<file path="config.mk">
export PLATFORM = sky130hd
export DESIGN_NAME = activity_matrix
export DESIGN_NICKNAME = d
export VERILOG_FILES = /design/src/rtl/activity_matrix.sv
export SDC_FILE = /design/constraint.sdc
export NUM_CORES = 1
export LEC_CHECK = 0
export CELL_PAD_IN_SITES_DETAIL_PLACEMENT = 0
export CELL_PAD_IN_SITES_GLOBAL_PLACEMENT = 1
export CORE_ASPECT_RATIO = 0.6
export CORE_MARGIN = 8
export CORE_UTILIZATION = 43
export CTS_BUF_LIST = sky130_fd_sc_hd__clkbuf_2 sky130_fd_sc_hd__clkbuf_4 sky130_fd_sc_hd__clkbuf_8
export DETAILED_ROUTE_END_ITERATION = 8
export PLACE_DENSITY = 0.8
export SLEW_MARGIN = 15
export SYNTH_ARGS = -nofsm -noshare
export SYNTH_HDL_FRONTEND = slang
export SYNTH_SLANG_ARGS = --single-unit
</file>
<file path="constraint.sdc">
create_clock -name clk -period 2.1 [get_ports clk]
set_input_delay 0.315 -clock clk [delete_from_list [all_inputs] [get_ports clk]]
set_output_delay 0.315 -clock clk [all_outputs]
set_load 0.005 [all_outputs]
</file>
<file path="src/rtl/activity_matrix.sv">
`default_nettype none
// +----------------------------------------------------------------------------+
// | Module      : activity_matrix                                              |
// | Description : MIDI in/out activity LED matrix scanned through a 74HC595     |
// |               chain, with per-LED pulse stretching over whole scan frames.  |
// | Revision    : 1.0 - initial release                                        |
// +----------------------------------------------------------------------------+
module activity_matrix #(
    parameter int CHANNELS       = 16,
    parameter int COLS           = 8,
    parameter int SR_BITS        = 16,
    parameter int CLKDIV         = 128,
    parameter int HOLD           = 3,
    parameter int COL_ACTIVE_LOW = 0
) (
    input  logic                clk,
    input  logic                rst,
    input  logic [CHANNELS-1:0] in,
    input  logic [CHANNELS-1:0] out,
    output logic                sck,
    output logic                rck,
    output logic                ser
);

    localparam int c_ROWS = 2 * CHANNELS / COLS;
    localparam int c_LEDS = 2 * CHANNELS;
    localparam int c_HW   = (HOLD > 0) ? $clog2(HOLD + 1) : 1;
    localparam int c_DW   = $clog2(CLKDIV);
    localparam int c_CW   = (COLS > 1) ? $clog2(COLS) : 1;
    localparam int c_BW   = (SR_BITS > 1) ? $clog2(SR_BITS) : 1;

    localparam logic [c_DW-1:0] c_DIV_LAST = c_DW'(CLKDIV - 1);
    localparam logic [c_CW-1:0] c_COL_LAST = c_CW'(COLS - 1);
    localparam logic [c_BW-1:0] c_BIT_LAST = c_BW'(SR_BITS - 1);
    localparam logic [c_HW-1:0] c_HOLD_LD  = c_HW'(HOLD);

    typedef enum logic [1:0] {
        S_LOAD     = 2'd0,
        S_SHIFT_LO = 2'd1,
        S_SHIFT_HI = 2'd2,
        S_LATCH    = 2'd3
    } state_t;

    state_t                          r_state_q, w_state_d;
    logic [c_DW-1:0]                 r_div_q, w_div_d;
    logic [c_CW-1:0]                 r_col_q, w_col_d, w_col_next;
    logic [c_BW-1:0]                 r_bitcnt_q, w_bitcnt_d;
    logic [SR_BITS-1:0]              r_word_q, w_word_d, w_snap;
    logic                            r_sck_q, w_sck_d;
    logic                            r_rck_q, w_rck_d;
    logic                            r_ser_q, w_ser_d;
    logic [c_LEDS-1:0][c_HW-1:0]     r_hold_q, w_hold_d;
    logic [c_LEDS-1:0]               w_act, w_lit;
    logic                            w_tick, w_frame_end;

    // LED index: 0..CHANNELS-1 are receive ports, CHANNELS.. are transmit ports
    assign w_act      = {out, in};
    assign w_tick     = (r_div_q == c_DIV_LAST);
    assign w_div_d    = w_tick ? '0 : r_div_q + 1'b1;
    assign w_col_next = (r_col_q == c_COL_LAST) ? '0 : r_col_q + 1'b1;

    always_comb begin
        w_hold_d = r_hold_q;
        w_lit    = '0;
        for (int i = 0; i < c_LEDS; i++) begin
            w_lit[i] = w_act[i] | (r_hold_q[i] != '0);
            if (w_act[i]) begin
                w_hold_d[i] = c_HOLD_LD;
            end else if (w_frame_end && (r_hold_q[i] != '0)) begin
                w_hold_d[i] = r_hold_q[i] - 1'b1;
            end
        end
    end

    // Even rows carry receive activity, odd rows transmit, for the column about to be driven
    always_comb begin
        w_snap = '0;
        for (int c = 0; c < COLS; c++) begin
            w_snap[c] = (w_col_next == c_CW'(c)) ^ (COL_ACTIVE_LOW != 0);
            if (w_col_next == c_CW'(c)) begin
                for (int r = 0; r < c_ROWS; r++) begin
                    w_snap[COLS + r] = w_lit[(r % 2) * CHANNELS + (r / 2) * COLS + c];
                end
            end
        end
    end

    always_comb begin
        w_state_d   = r_state_q;
        w_col_d     = r_col_q;
        w_word_d    = r_word_q;
        w_bitcnt_d  = r_bitcnt_q;
        w_sck_d     = r_sck_q;
        w_rck_d     = r_rck_q;
        w_ser_d     = r_ser_q;
        w_frame_end = 1'b0;
        if (w_tick) begin
            case (r_state_q)
                S_LOAD: begin
                    w_col_d    = w_col_next;
                    w_word_d   = w_snap;
                    w_bitcnt_d = c_BIT_LAST;
                    w_sck_d    = 1'b0;
                    w_rck_d    = 1'b0;
                    w_ser_d    = w_snap[SR_BITS-1];
                    w_state_d  = S_SHIFT_LO;
                end
                S_SHIFT_LO: begin
                    w_sck_d   = 1'b1;
                    w_state_d = S_SHIFT_HI;
                end
                S_SHIFT_HI: begin
                    w_sck_d = 1'b0;
                    if (r_bitcnt_q == '0) begin
                        w_rck_d   = 1'b1;
                        w_state_d = S_LATCH;
                    end else begin
                        // Next bit is presented on the falling edge, a full tick before the rise
                        w_bitcnt_d = r_bitcnt_q - 1'b1;
                        w_ser_d    = r_word_q[w_bitcnt_d];
                        w_state_d  = S_SHIFT_LO;
                    end
                end
                default: begin
                    w_sck_d     = 1'b0;
                    w_rck_d     = 1'b0;
                    w_frame_end = (r_col_q == c_COL_LAST);
                    w_state_d   = S_LOAD;
                end
            endcase
        end
    end

    always_ff @(posedge clk) begin
        if (rst) begin
            r_state_q  <= S_LOAD;
            r_div_q    <= '0;
            r_col_q    <= c_COL_LAST;
            r_word_q   <= '0;
            r_bitcnt_q <= '0;
            r_sck_q    <= 1'b0;
            r_rck_q    <= 1'b0;
            r_ser_q    <= 1'b0;
            r_hold_q   <= '0;
        end else begin
            r_state_q  <= w_state_d;
            r_div_q    <= w_div_d;
            r_col_q    <= w_col_d;
            r_word_q   <= w_word_d;
            r_bitcnt_q <= w_bitcnt_d;
            r_sck_q    <= w_sck_d;
            r_rck_q    <= w_rck_d;
            r_ser_q    <= w_ser_d;
            r_hold_q   <= w_hold_d;
        end
    end

    assign sck = r_sck_q;
    assign rck = r_rck_q;
    assign ser = r_ser_q;

endmodule
`default_nettype wire

</file>
# [After elaboration in Yosys (flattened, before gate mapping)]
# Cells that the tools add are included.
[word_totals] wordCells=313 input_bits=34 latchBits=0 mem_bits_rw=0 memories=0 output_inout_bits=3 regBits=95 rom_bits=0
[op_classes] magnitude_cmp=1 n_mux=86 n_bitwise=33 shift=0 multipliers=0 reduce_logical=105 n_eq_ne=13 addsub=35 div_mod_pow=0
[ops] cell="two-way mux 2 bit" n=65
[ops] cell="nonzero test 2 bit" n=65
[ops] cell="subtractor 2 x 1 -> 2 bit, second input constant" n=32
[ops] cell="two-way mux 4 bit" n=9
[ops] cell="logical AND 1 bit" n=32
[ops] cell="bitwise OR 1 bit" n=32
[ops] cell="equality test 3 bit, second input constant" n=5
[ops] cell="case mux 4 bit (2 select lines)" n=1
[ops] cell="adder 7 x 1 -> 7 bit, second input constant" n=1
[ops] cell="equality test 7 bit, second input constant" n=1
[ops] cell="equality test 3 x 2 -> 1 bit, second input constant" n=2
[ops] cell="two-way mux 1 bit" n=6
[ops] cell="case mux 2 bit (3 select lines)" n=1
[ops] cell="AND reduction 3 bit" n=2
[ops] cell="less-than comparator 4 x 5 -> 1 bit, second input constant" n=1
[ops] cell="binary-select mux 1 bit (select 4 bit)" n=1
[ops] cell="zero test 4 bit" n=1
[ops] cell="!= test 2 bit, second input constant" n=2
[ops] cell="case mux 1 bit (2 select lines)" n=2
[ops] cell="subtractor 4 x 1 -> 4 bit, second input constant" n=1
[ops] cell="adder 3 x 1 -> 3 bit, second input constant" n=1
[ops] cell="equality test 3 x 1 -> 1 bit, second input constant" n=1
[ops] cell="zero test 3 bit" n=1
[ops] cell="two-way mux 3 bit" n=1
[ops] cell="7 further kinds" n=7

# [Longest topological paths before layout]
# Gate-level depths: netlist of the first run.
[depth] depth_word=11 ltp_mapped=9 mapped_depth_nobuf=7

# [Worst setup path before layout of the first run]
# Ideal clock, no wire load.
[synth_path] kind="register to register" startpoint="register r_col_q[0]" endpoint="register r_word_q[8]" path_buffers=1 arrival_time_ns=1.804 path_stages_with_launch=9 required_ns=2.014 synth_period_minus_slack_ns=1.889 setup_ns=0.086 setup_slack_ns=0.211 path_cell_list="dfxtp_1 -> ha_1 -> ha_1 -> buf_2 -> nor3b_1 -> a21boi_0 -> o22ai_1 -> a22o_1 -> a211oi_1"
[synth_via] elab_chain_cells=11 elab_cells_between_ends=19 classes_between="1 x add/sub; 8 x eq/ne; 9 x mux; 1 x reduce/logical"
[synth_lines] item="from (decl)" line="46" source="logic [c_CW-1:0] r_col_q, w_col_d, w_col_next;"
[synth_lines] item="from (signal assigned)" line="138" source="r_col_q <= c_COL_LAST;"
[synth_lines] item="from (signal assigned)" line="148" source="r_col_q <= w_col_d;"
[synth_lines] item="adder 3 x 1 -> 3 bit or equality test 3 bit (tied branches)" line="60" source="assign w_col_next = (r_col_q == c_COL_LAST) ? '0 : r_col_q + 1'b1;"
[synth_lines] item="two-way mux 3 bit (*)" line="60"
[synth_lines] item="via w_col_next[2]" line="46"
[synth_lines] item="zero test 3 bit" line="80" source="if (w_col_next == c_CW'(c)) begin"
[synth_lines] item="two-way mux 4 bit (7 in series)" line="80"
[synth_lines] item="two-way mux 4 bit (*)" line="80"
[synth_lines] item="to (signal assigned)" line="149" source="r_word_q <= w_word_d;"
[synth_lines] item="to (decl)" line="48" source="logic [SR_BITS-1:0] r_word_q, w_word_d, w_snap;"
# Mark *: on every way through the listed nets, which the timed path passes. The rest lies on a longest branch.
# A chain may end at the register's enable or synchronous reset.

# [Final worst setup path of the first run]
[layout_path] startpoint="register r_div_q[0]" endpoint="register r_hold_q[35] (netlist bit)"
[layout_via] elab_chain_cells=4
[layout_lines] item="from (decl)" line="45" source="logic [c_DW-1:0] r_div_q, w_div_d;"
[layout_lines] item="from (signal assigned)" line="147" source="r_div_q <= w_div_d;"
[layout_lines] item="equality test 7 bit" line="58" source="assign w_tick = (r_div_q == c_DIV_LAST);"
[layout_lines] item="two-way mux 1 bit" line="97" source="if (w_tick) begin"
[layout_lines] item="logical AND 1 bit" line="69" source="end else if (w_frame_end && (r_hold_q[i] != '0)) begin"
[layout_lines] item="nonzero test 2 bit (no source line)"
[layout_lines] item="to (signal assigned)" line="154" source="r_hold_q <= w_hold_d;"
[layout_lines] item="to (decl)" line="52" source="logic [c_LEDS-1:0][c_HW-1:0] r_hold_q, w_hold_d;"
# No other way between the ends.

==> results of run 1 <==
==> metal layers <==
layer,track usage [%],part of all wire [%],up-vias
met4,4.61,1.1,0
li1,-,-,2143
met2,25.8,45,65
met5,0,0,-
met3,4.06,3.6,13
met1,21.0,51,2071
==> report_power, final <==
group	internal, uW	total [uW]	switching, uW
clock	733	1370	641
combinational	229	474	245
sequential	1890	1940	49.3
total	2860	3790	935
==> cell families after synthesis <==
group,Yosys count,synth area share [%]
simple gates,136,17.7
buf+inv,135,10.1
compound gates,129,15.1
flops,95,35.7
xor+xnor,40,6.59
fa+ha+maj,40,9.41
mux,22,5.29
==> layout by cell type (no fill, tap or decap), types with 6 or more instances in the layout <==
cell type and count:
inv_1 103, o21ai_0 6, nor3_4 21, a211oi_1 7
mux2_2 19, nand3_1 6, a31oi_1 11, clkbuf_8 11
buf_4 29, xnor2_1 37, a311oi_1 15, nor2_1 17
dfxtp_1 94, nor3_1 22, nor3_2 11, a21oi_1 69
ha_1 36, nand2_1 24, nand2b_1 6, clkdlybuf4s50_1 35
==> how the worst min path moves through the flow <==
stage | startpoint | end | slack [ps] | cells after the start
3_3_place_gp | r_div_q[0]$_SDFF_PP0_ | r_div_q[0]$_SDFF_PP0_ | 440 | 1
3_5_place_dp | r_word_q[6]$_SDFFE_PP0P_ | r_word_q[6]$_SDFFE_PP0P_ | 440 | 2
6_report | r_div_q[0]$_SDFF_PP0_ | r_div_q[0]$_SDFF_PP0_ | 430 | 1
2_1_floorplan | r_word_q[5]$_SDFFE_PP0P_ | r_word_q[5]$_SDFFE_PP0P_ | 430 | 2
4_1_cts | r_word_q[6]$_SDFFE_PP0P_ | r_word_q[6]$_SDFFE_PP0P_ | 460 | 2
5_1_grt | r_div_q[0]$_SDFF_PP0_ | r_div_q[0]$_SDFF_PP0_ | 450 | 1
==> through the flow <==
step	instance area [um2]	util [%]	std cells
2_1_floorplan	5320	-	597
3_3_place_gp	6000	49.7	795
3_5_place_dp	6000	49.7	795
4_1_cts	6260	51.9	813
5_1_grt	6450	53.5	820
6_report	6450	53.5	820
==> state kept, by name (all words and copies together), names as in the netlist <==
| register | flops |
|---|---|
| rck | 1 |
| r_bitcnt_q | 4 |
| r_state_q | 2 |
| sck | 1 |
| r_div_q | 7 |
| r_hold_q | 64 |
| r_col_q | 3 |
| ser | 1 |
| r_word_q | 12 |
==> layout make-up <==
| cell class | instances | area (um2) | area share [%] |
|---|---|---|---|
| clock buffers | 11 | 151 | 2.35 |
| clock inverters | 5 | 80.1 | 1.24 |
| inverters | 103 | 387 | 5.99 |
| multi-input cells | 368 | 3010 | 46.7 |
| flip-flops and latches | 95 | 1900 | 29.5 |
| well taps | 165 | 206 | 3.20 |
| repair buffers | 73 | 711 | 11.0 |
==> what timing repair did <==
action,in CTS,in global routing
cloned,1,0
hold endpoints to repair,0,0
resized for setup,2,25
buffers inserted,1,7
pin swaps,1,2
hold buffers,0,0
endpoints found under the setup margin,14,24
==> worst max-delay path, cell delays in order, from the launching register on <==
cell and delay [ps]:
dfxtp_2 350, ha_1 170, and4_4 280, nand4_4 210, buf_8 240, nor3_2 230
mux2_2 360, a21oi_1 130
==> summary.txt, run 1 <==
Worst setup path
  – Crit path to: r_hold_q[35]$_SDFFE_PP0P_
  – R2R Path Start: r_div_q[0]$_SDFF_PP0_
  – Flop2flop setup slack: between 70 and 80 ps
  – Critical path type: flop to flop
  – CP Max Fanout: 6
  – Worst setup SP type: flop
  – Critical Path RT: ~2400 ps
  – Endpoint type of the worst setup path: flop
  – Crit path launch: r_div_q[0]$_SDFF_PP0_
  – Arrival @ worst endpoint: 2330 ps
  – End of the worst register-to-register path: r_hold_q[35]$_SDFFE_PP0P_
  – R2r worst-path depth: 7

Final layout
  – N_diodes: 0
  – Nets@finish: about 720
  – Area delta synth->final: 21.2%
  – Share of cells above drive strength 1: 18.5%
  – Fillers: 1076

Die
  – Io pins: 37
  – Die footprint: 0.0163 mm2
  – Core area: roughly 0.012 mm2
  – Initial Utilization: about 44%
  – Die extent in y: slightly above 100 um
  – FP Rows: 31
  – Die W: ~160 um

Synth
  – Leading area contributor after synthesis: dfxtp_1
  – Top cells by area, synth: dfxtp_1 (36%), ha_1 (9.4%), inv_1 (7.3%), a21oi_1 (6.5%), xnor2_1 (6.1%)
  – Dominant cell by count in the synthesized netlist: inv_1
  – Number of synthesized flops with an enable pin: 0
  – Syn avg cell area: around 9 um2
  – Yosys top cell area share: 35.7%
  – Netlist cell types: 54
  – Ys Warns: 0
  – Post-Synthesis Cells: roughly 600
  – Synth Flop Type: dfxtp_1
  – Syn_nets: 671
  – Top cells by count, synth: inv_1 (103), dfxtp_1 (95), a21oi_1 (69), ha_1 (40), xnor2_1 (37)
  – Flops & latches, synth: 95
  – Syn Std Cell Area: 0.00532 mm2
  – Post-synthesis sequential area ratio: between 30 and 40%
  – Ys async rst share: 0%

Global routing
  – Congestion Overflow GR: 0
  – First-pass GRT wire length: approximately 21000 um
  – GRT Util Overall: 16.0%
  – Vias in the first global route: 4270
  – Antenna violations before repair: 0
  – Pin count of the biggest net entering global routing: 39

Place
  – Worst slack, placed: -75.2 ps
  – Port Buffers: 36
  – DPL Wire Length: roughly 9400 um
  – Gp weighted congestion: between 0.7 and 0.8

CTS
  – Sink Count: 95
  – CTS max path bufs: 2
  – CTS tree: yes
  – TritonCTS Buffers: 9
  – Worst skew pair latency: around 370 ps
  – Root Driver: clkbuf_8
  – H-tree depth: 3
  – Clock Pin Slew Worst Setup and Hold Paths: about 90 ps

Routing
  – WL per Instance: about 16 um
  – DRT antenna net count: 0
  – DRT Wirelength: approximately 13000 um
  – 1st-pass router iterations: 4
  – Starting DRT DRC Count: around 210
  – Vias per Instance: approximately 5.2
  – DR vias: about 4300
  – DRC: 0

STA
  – Slew @ Worst Pin: ~780 ps
  – Setup violators final: 0
  – Fmax: slightly below 500 MHz
  – Clock skew: 9.24 ps
  – Pins Over Slew Limit: 0
  – Period Utilization, post-route: 96.2%
  – RSZ-0062 raised after global routing: yes
  – Final setup margin: about 80 ps
  – TNS Setup: 0 ps
  – Slew HR: between 40% and 50%
  – Hold Vio Cnt, Final: 0
  – Minimum clock period: 2020 ps
  – WHS: about 430 ps

Pwr
  – Pleak: roughly 0.0026 uW
  – Pwr/cell area: between 500 and 600 mW/mm2
  – Peak supply drop: about 0.31 mV
  – Pwr Total: between 3000 and 4000 uW

Worst hold path
  – Hold Path Class: flop to flop

Run status
  – Status: finished clean

Run
  – Max cap viols: 0
Power figures use the tool's default switching activity.
==> run 2, diff against run 1 <==
--- a/config.mk
+++ b/config.mk
@@ -13,6 +13,7 @@
 export CTS_BUF_LIST = sky130_fd_sc_hd__clkbuf_2 sky130_fd_sc_hd__clkbuf_4 sky130_fd_sc_hd__clkbuf_8
 export DETAILED_ROUTE_END_ITERATION = 8
 export PLACE_DENSITY = 0.8
+export REMOVE_ABC_BUFFERS = 1
 export SLEW_MARGIN = 15
 export SYNTH_ARGS = -nofsm -noshare
 export SYNTH_HDL_FRONTEND = slang
==> summary.txt, run 2 (synthesis results as in run 1) <==
Final layout
  – N_diodes: 0
  – Commonest non-fill, non-tap cell in the layout: inv_1
  – Nets@finish: 720
  – Area delta synth->final: 19.3%
  – Reg with most FFs: r_hold_q
  – Largest registers: r_hold_q x64, r_word_q x12, r_div_q x7
  – Share of cells above drive strength 1: roughly 18%
  – Max reg flops: between 60 and 70
  – Util after Layout: 52.6%
  – Highest-count cells in the layout ignoring fill and taps: inv_1 (103), dfxtp_1 (94), a21oi_1 (69), xnor2_1 (37)

Worst setup path
  – Critical path type: flop to flop
  – Buf/Inv on CP: 1
  – Critical Path Slowest Stage Cell: mux2_2
  – Endpoint type of the worst setup path: flop
  – Largest stage delay, worst path: between 300 and 400 ps
  – Arrival @ worst endpoint: roughly 2400 ps
  – Critical Path RT: 2400 ps
  – CP Cell Sequence: ha_2 -> and4_4 -> nand4_4 -> buf_8 -> nor3_2 -> mux2_2 -> a21oi_1
  – Worst setup SP type: flop
  – Crit path max-delay family: simple AND/OR/NAND/NOR gates
  – CP Max Fanout: 13

CTS
  – Clock Pin Slew Worst Setup and Hold Paths: ~100 ps
  – CTS tree: yes
  – Hold-fix buffers, CTS: 0
  – Worst skew pair latency: around 380 ps
  – Sink Count: 95
  – TritonCTS Buffers: 9
  – CTS max path bufs: 2
  – Root Driver: clkbuf_8
  – H-tree depth: 3

Pwr
  – Pwr/cell area: between 500 and 600 mW/mm2
  – Psw: approximately 920 uW
  – Part of the power in registers: between 50% and 60%
  – Comb pwr share: 12.5%
  – Sw Ratio: between 20% and 30%
  – Pleak: roughly 0.0026 uW
  – Peak supply drop: roughly 0.38 mV
  – Clock power frac: 34.5%
  – Int Power: 2730 uW

Routing
  – WL per Instance: around 15 um
  – DRC: 0
  – DRT Wirelength: ~12000 um
  – 1st-pass router iterations: 4
  – Starting DRT DRC Count: about 190
  – DR vias: roughly 4200
  – DRT antenna net count: 0
  – Vias per Instance: between 5 and 6

Global routing
  – Pin count of the biggest net entering global routing: 43
  – First-pass GRT wire length: just over 20000 um
  – Congestion Overflow GR: 0
  – GRT Util Overall: 15.3%
  – Antenna violations before repair: 0
  – Vias in the first global route: 4334

Die
  – Initial Utilization: 44.1%
  – Die footprint: around 0.016 mm2
  – Io pins: 37
  – FP Rows: 31
  – Core area: 0.0121 mm2
  – Die extent in y: between 100 and 150 um
  – Die W: ~160 um

STA
  – Setup violators final: 0
  – Slew @ Worst Pin: 586 ps
  – Pins Over Slew Limit: 0
  – Fmax: 480 MHz
  – TNS Setup: 0 ps
  – Clock skew: 10.6 ps
  – Slew HR: 60.9%
  – Minimum clock period: 2080 ps
  – Hold Vio Cnt, Final: 0
  – Period Utilization, post-route: between 90% and 100%
  – RSZ-0062 raised after global routing: yes

Place
  – Gp weighted congestion: 0.748
  – DPL Wire Length: around 8900 um
  – Port Buffers: 36

Worst hold path
  – Hold Path Class: primary input to flop

Run
  – Max cap viols: 0

Run status
  – Status: finished clean
-- run 2: cell type report --
class / instances / area, um2
clock buffers: 11 / 151
clock inverters: 5 / 56.3
fillers: 1114 / 5720
inverters: 103 / 387
multi-input cells: 367 / 2940
flip-flops and latches: 95 / 1900
well taps: 165 / 206
repair buffers: 70 / 702
-- run 2: per-stage QoR --
| stage | cells | total power (uW) | worst slack [ps] | hold WS (ps) | instance area (um2) |
|---|---|---|---|---|---|
| final | 816 | 3660 | 15.6 | 386 | 6350 |
| after global routing | 816 | 3850 | -62.2 | 416 | 6350 |
| after CTS | 811 | 3700 | 8.36 | 373 | 6200 |
| after detailed placement | 795 | 2440 | -2.23 | 448 | 5990 |
| after global placement | 795 | 2400 | 34.7 | 440 | 5990 |
| after floorplan | 565 | 2260 | -588 | 384 | 5170 |
-- run 2: timing repair --
action | CTS | global route
endpoints found under the setup margin | 8 | 28
pin swaps | 0 | 4
buffers inserted | 0 | 4
cloned | 0 | 1
gates resized for setup | 2 | 21
-- run 2: metal layers --
layer  part of all wire, %  track usage [%]  up-vias  wire [um]
met5                     0                0        -          0
met4                   1.2             4.69        0        149
met3                   3.6             3.82       15        429
met2                    45             25.4       60       5450
met1                    50             19.4     1999       5980
li1                      -                -     2133          -
-- run 2: worst paths after layout --
path,startpoint,endpoint,slack (ps),depth (start not counted)
worst min-delay path,rst,r_div_q[4]$_SDFF_PP0_,390,2
worst max-delay path,r_div_q[0]$_SDFF_PP0_,r_hold_q[29]$_SDFFE_PP0P_,20,7
worst min register to register,r_div_q[0]$_SDFF_PP0_,r_div_q[0]$_SDFF_PP0_,430,1
worst max register to register,r_div_q[0]$_SDFF_PP0_,r_hold_q[29]$_SDFFE_PP0P_,20,7
-- run 2: power by group through the flow --
stage	clock (uW)	combinational (uW)	sequential (uW)
2_1_floorplan	0	283	1970
3_3_place_gp	0	424	1980
3_5_place_dp	0	453	1980
4_1_cts	1300	458	1940
5_1_grt	1370	521	1950
6_report	1260	456	1940
==> run 3, diff against run 2 <==
==> constraint.sdc (replaced) <==
create_clock -name clk -period 2.2 [get_ports clk]
set_input_delay 0.33 -clock clk [delete_from_list [all_inputs] [get_ports clk]]
set_output_delay 0.33 -clock clk [all_outputs]
set_load 0.005 [all_outputs]
==> summary.txt, run 3 (synthesis results as in run 1) <==
Run status
  – Status: finished clean

CTS
  – Hold-fix buffers, CTS: 0
  – CTS max path bufs: 2
  – Clock Pin Slew Worst Setup and Hold Paths: 80 ps
  – Worst skew pair latency: between 300 and 400 ps
  – Sink Count: 95
  – H-tree depth: 3
  – CTS tree: yes
  – TritonCTS Buffers: 9
  – Root Driver: clkbuf_8

Die
  – Die W: approximately 160 um
  – Die extent in y: 102 um
  – Core area: 0.0121 mm2
  – Die footprint: ~0.016 mm2
  – FP Rows: 31
  – Initial Utilization: between 40% and 50%
  – Io pins: 37

Routing
  – Starting DRT DRC Count: approximately 200
  – DR vias: 4199
  – 1st-pass router iterations: 4
  – Vias per Instance: approximately 5.2
  – DRT antenna net count: 0
  – DRC: 0
  – WL per Instance: roughly 15 um
  – DRT Wirelength: 12300 um

STA
  – Minimum clock period: 2090 ps
  – Slew HR: between 60% and 70%
  – Final setup margin: between 100 and 150 ps
  – Clock skew: 4.81 ps
  – Pins Over Slew Limit: 0
  – Fmax: ~480 MHz
  – RSZ-0062 raised after global routing: yes
  – WHS: 440 ps
  – Hold Vio Cnt, Final: 0
  – Setup violators final: 0
  – Slew @ Worst Pin: just under 600 ps
  – TNS Setup: 0 ps
  – Period Utilization, post-route: 94.9%

Pwr
  – Part of the power in registers: 53.6%
  – Pwr Total: 3460 uW
  – Peak supply drop: around 0.28 mV
  – Psw: approximately 850 uW
  – Clock power frac: 33.5%
  – Pleak: 0.00246 uW
  – Int Power: 2610 uW
  – Sw Ratio: ~25%
  – Comb pwr share: approximately an eighth
  – Pwr/cell area: 561 mW/mm2

Worst setup path
  – Buf/Inv on CP: 1
  – CP Max Fanout: 16
  – CP Cell Sequence: ha_1 -> and4_4 -> nand4_4 -> buf_6 -> nor3_2 -> mux2_2 -> a21oi_1
  – Critical path type: flop to flop
  – Crit path max-delay family: simple AND/OR/NAND/NOR gates
  – Endpoint type of the worst setup path: flop
  – Critical Path Slowest Stage Cell: mux2_2
  – Largest stage delay, worst path: 370 ps
  – Critical Path RT: between 2000 and 3000 ps
  – Arrival @ worst endpoint: between 2000 and 2500 ps
  – Worst setup SP type: flop

Final layout
  – Share of cells above drive strength 1: between 10% and 20%
  – Commonest non-fill, non-tap cell in the layout: inv_1
  – N_diodes: 0
  – Register area: between 0.0015 and 0.002 mm2
  – Reg with most FFs: r_hold_q
  – Max reg flops: between 60 and 70
  – Nets@finish: approximately 710
  – Largest registers: r_hold_q x64, r_word_q x12, r_div_q x7
  – Area delta synth->final: 15.8%
  – Multi-input gate area: roughly 0.0029 mm2
  – Highest-count cells in the layout ignoring fill and taps: inv_1 (103), dfxtp_1 (95), a21oi_1 (69), xnor2_1 (37), ha_1 (37)
  – Fillers: between 1000 and 1500
  – Cell area after layout: ~0.0062 mm2

Worst hold path
  – Hold Path Class: primary input to flop

Global routing
  – Congestion Overflow GR: 0
  – First-pass GRT wire length: approximately 21000 um
  – Vias in the first global route: ~4300
  – Pin count of the biggest net entering global routing: 30
  – Antenna violations before repair: 0
  – GRT Util Overall: 15.8%

Place
  – Placed Area: slightly below 0.006 mm2
  – Gp weighted congestion: roughly 0.75
  – Port Buffers: 36
  – Worst slack, placed: ~27 ps
  – DPL Wire Length: 9390 um

Run
  – Max cap viols: 0
==> run 3: cell count changes in the layout (fill, tap and decap cells not counted), moves of 2 or more <==
cell | previous run | this run
buf_12 | 5 | 2
buf_4 | 26 | 18
clkbuf_4 | 0 | 3
clkinv_2 | 2 | 0
ha_1 | 35 | 37
ha_2 | 4 | 2
nor3_2 | 17 | 21
nor3_4 | 14 | 11
==> run 3: worst paths after layout <==
| path | endpoint | from | slack (ps) | cells past startpoint |
|---|---|---|---|---|
| min reg2reg | r_div_q[0]$_SDFF_PP0_ | r_div_q[0]$_SDFF_PP0_ | 460 | 1 |
| max reg2reg | r_hold_q[23]$_SDFFE_PP0P_ | r_div_q[0]$_SDFF_PP0_ | 110 | 7 |
| max | r_hold_q[23]$_SDFFE_PP0P_ | r_div_q[0]$_SDFF_PP0_ | 110 | 7 |
| min | r_hold_q[13]$_SDFFE_PP0P_ | rst | 440 | 2 |
==> run 3: worst reg2reg max path: stages, from the launching register on <==
cell and delay [ps]:
dfxtp_1 360, ha_1 210, and4_4 270, nand4_4 150, buf_6 230, nor3_2 280
mux2_2 370, a21oi_1 150
==> run 3: repair_timing <==
item	in CTS	in global routing
buffers inserted	0	0
pin swaps	0	0
setup endpoints to repair	1	12
resized for setup	1	9
==> run 3: power by group through the flow <==
stage	logic, uW	clock network, uW	registers (uW)
floorplan	270	0	1880
global placement	412	0	1890
detailed placement	443	0	1890
CTS	447	1200	1850
global route	503	1270	1870
finish	445	1160	1850
==> run 3: cell type report <==
cell class                 instances  area share, %
multi-input combinational        367           47.4
sequential                        95           30.9
timing repair buffer              58           8.98
inverter                         103           6.28
tap                              165           3.35
clock buffer                      13           2.60
clock inverter                     1          0.487
==> run 3: layer usage <==
metal	track usage [%]	vias to the layer above	wire [um]
met5	0	-	0
met4	5.84	0	201
met3	3.74	17	391
met2	25.4	62	5420
met1	20.4	2016	6270
li1	-	2104	-
==> run 3: stage by stage <==
stage	utilization, %	cells
2_1_floorplan	-	565
3_3_place_gp	49.1	788
3_5_place_dp	49.1	788
4_1_cts	50.7	802
5_1_grt	51.1	802
6_report	51.1	802
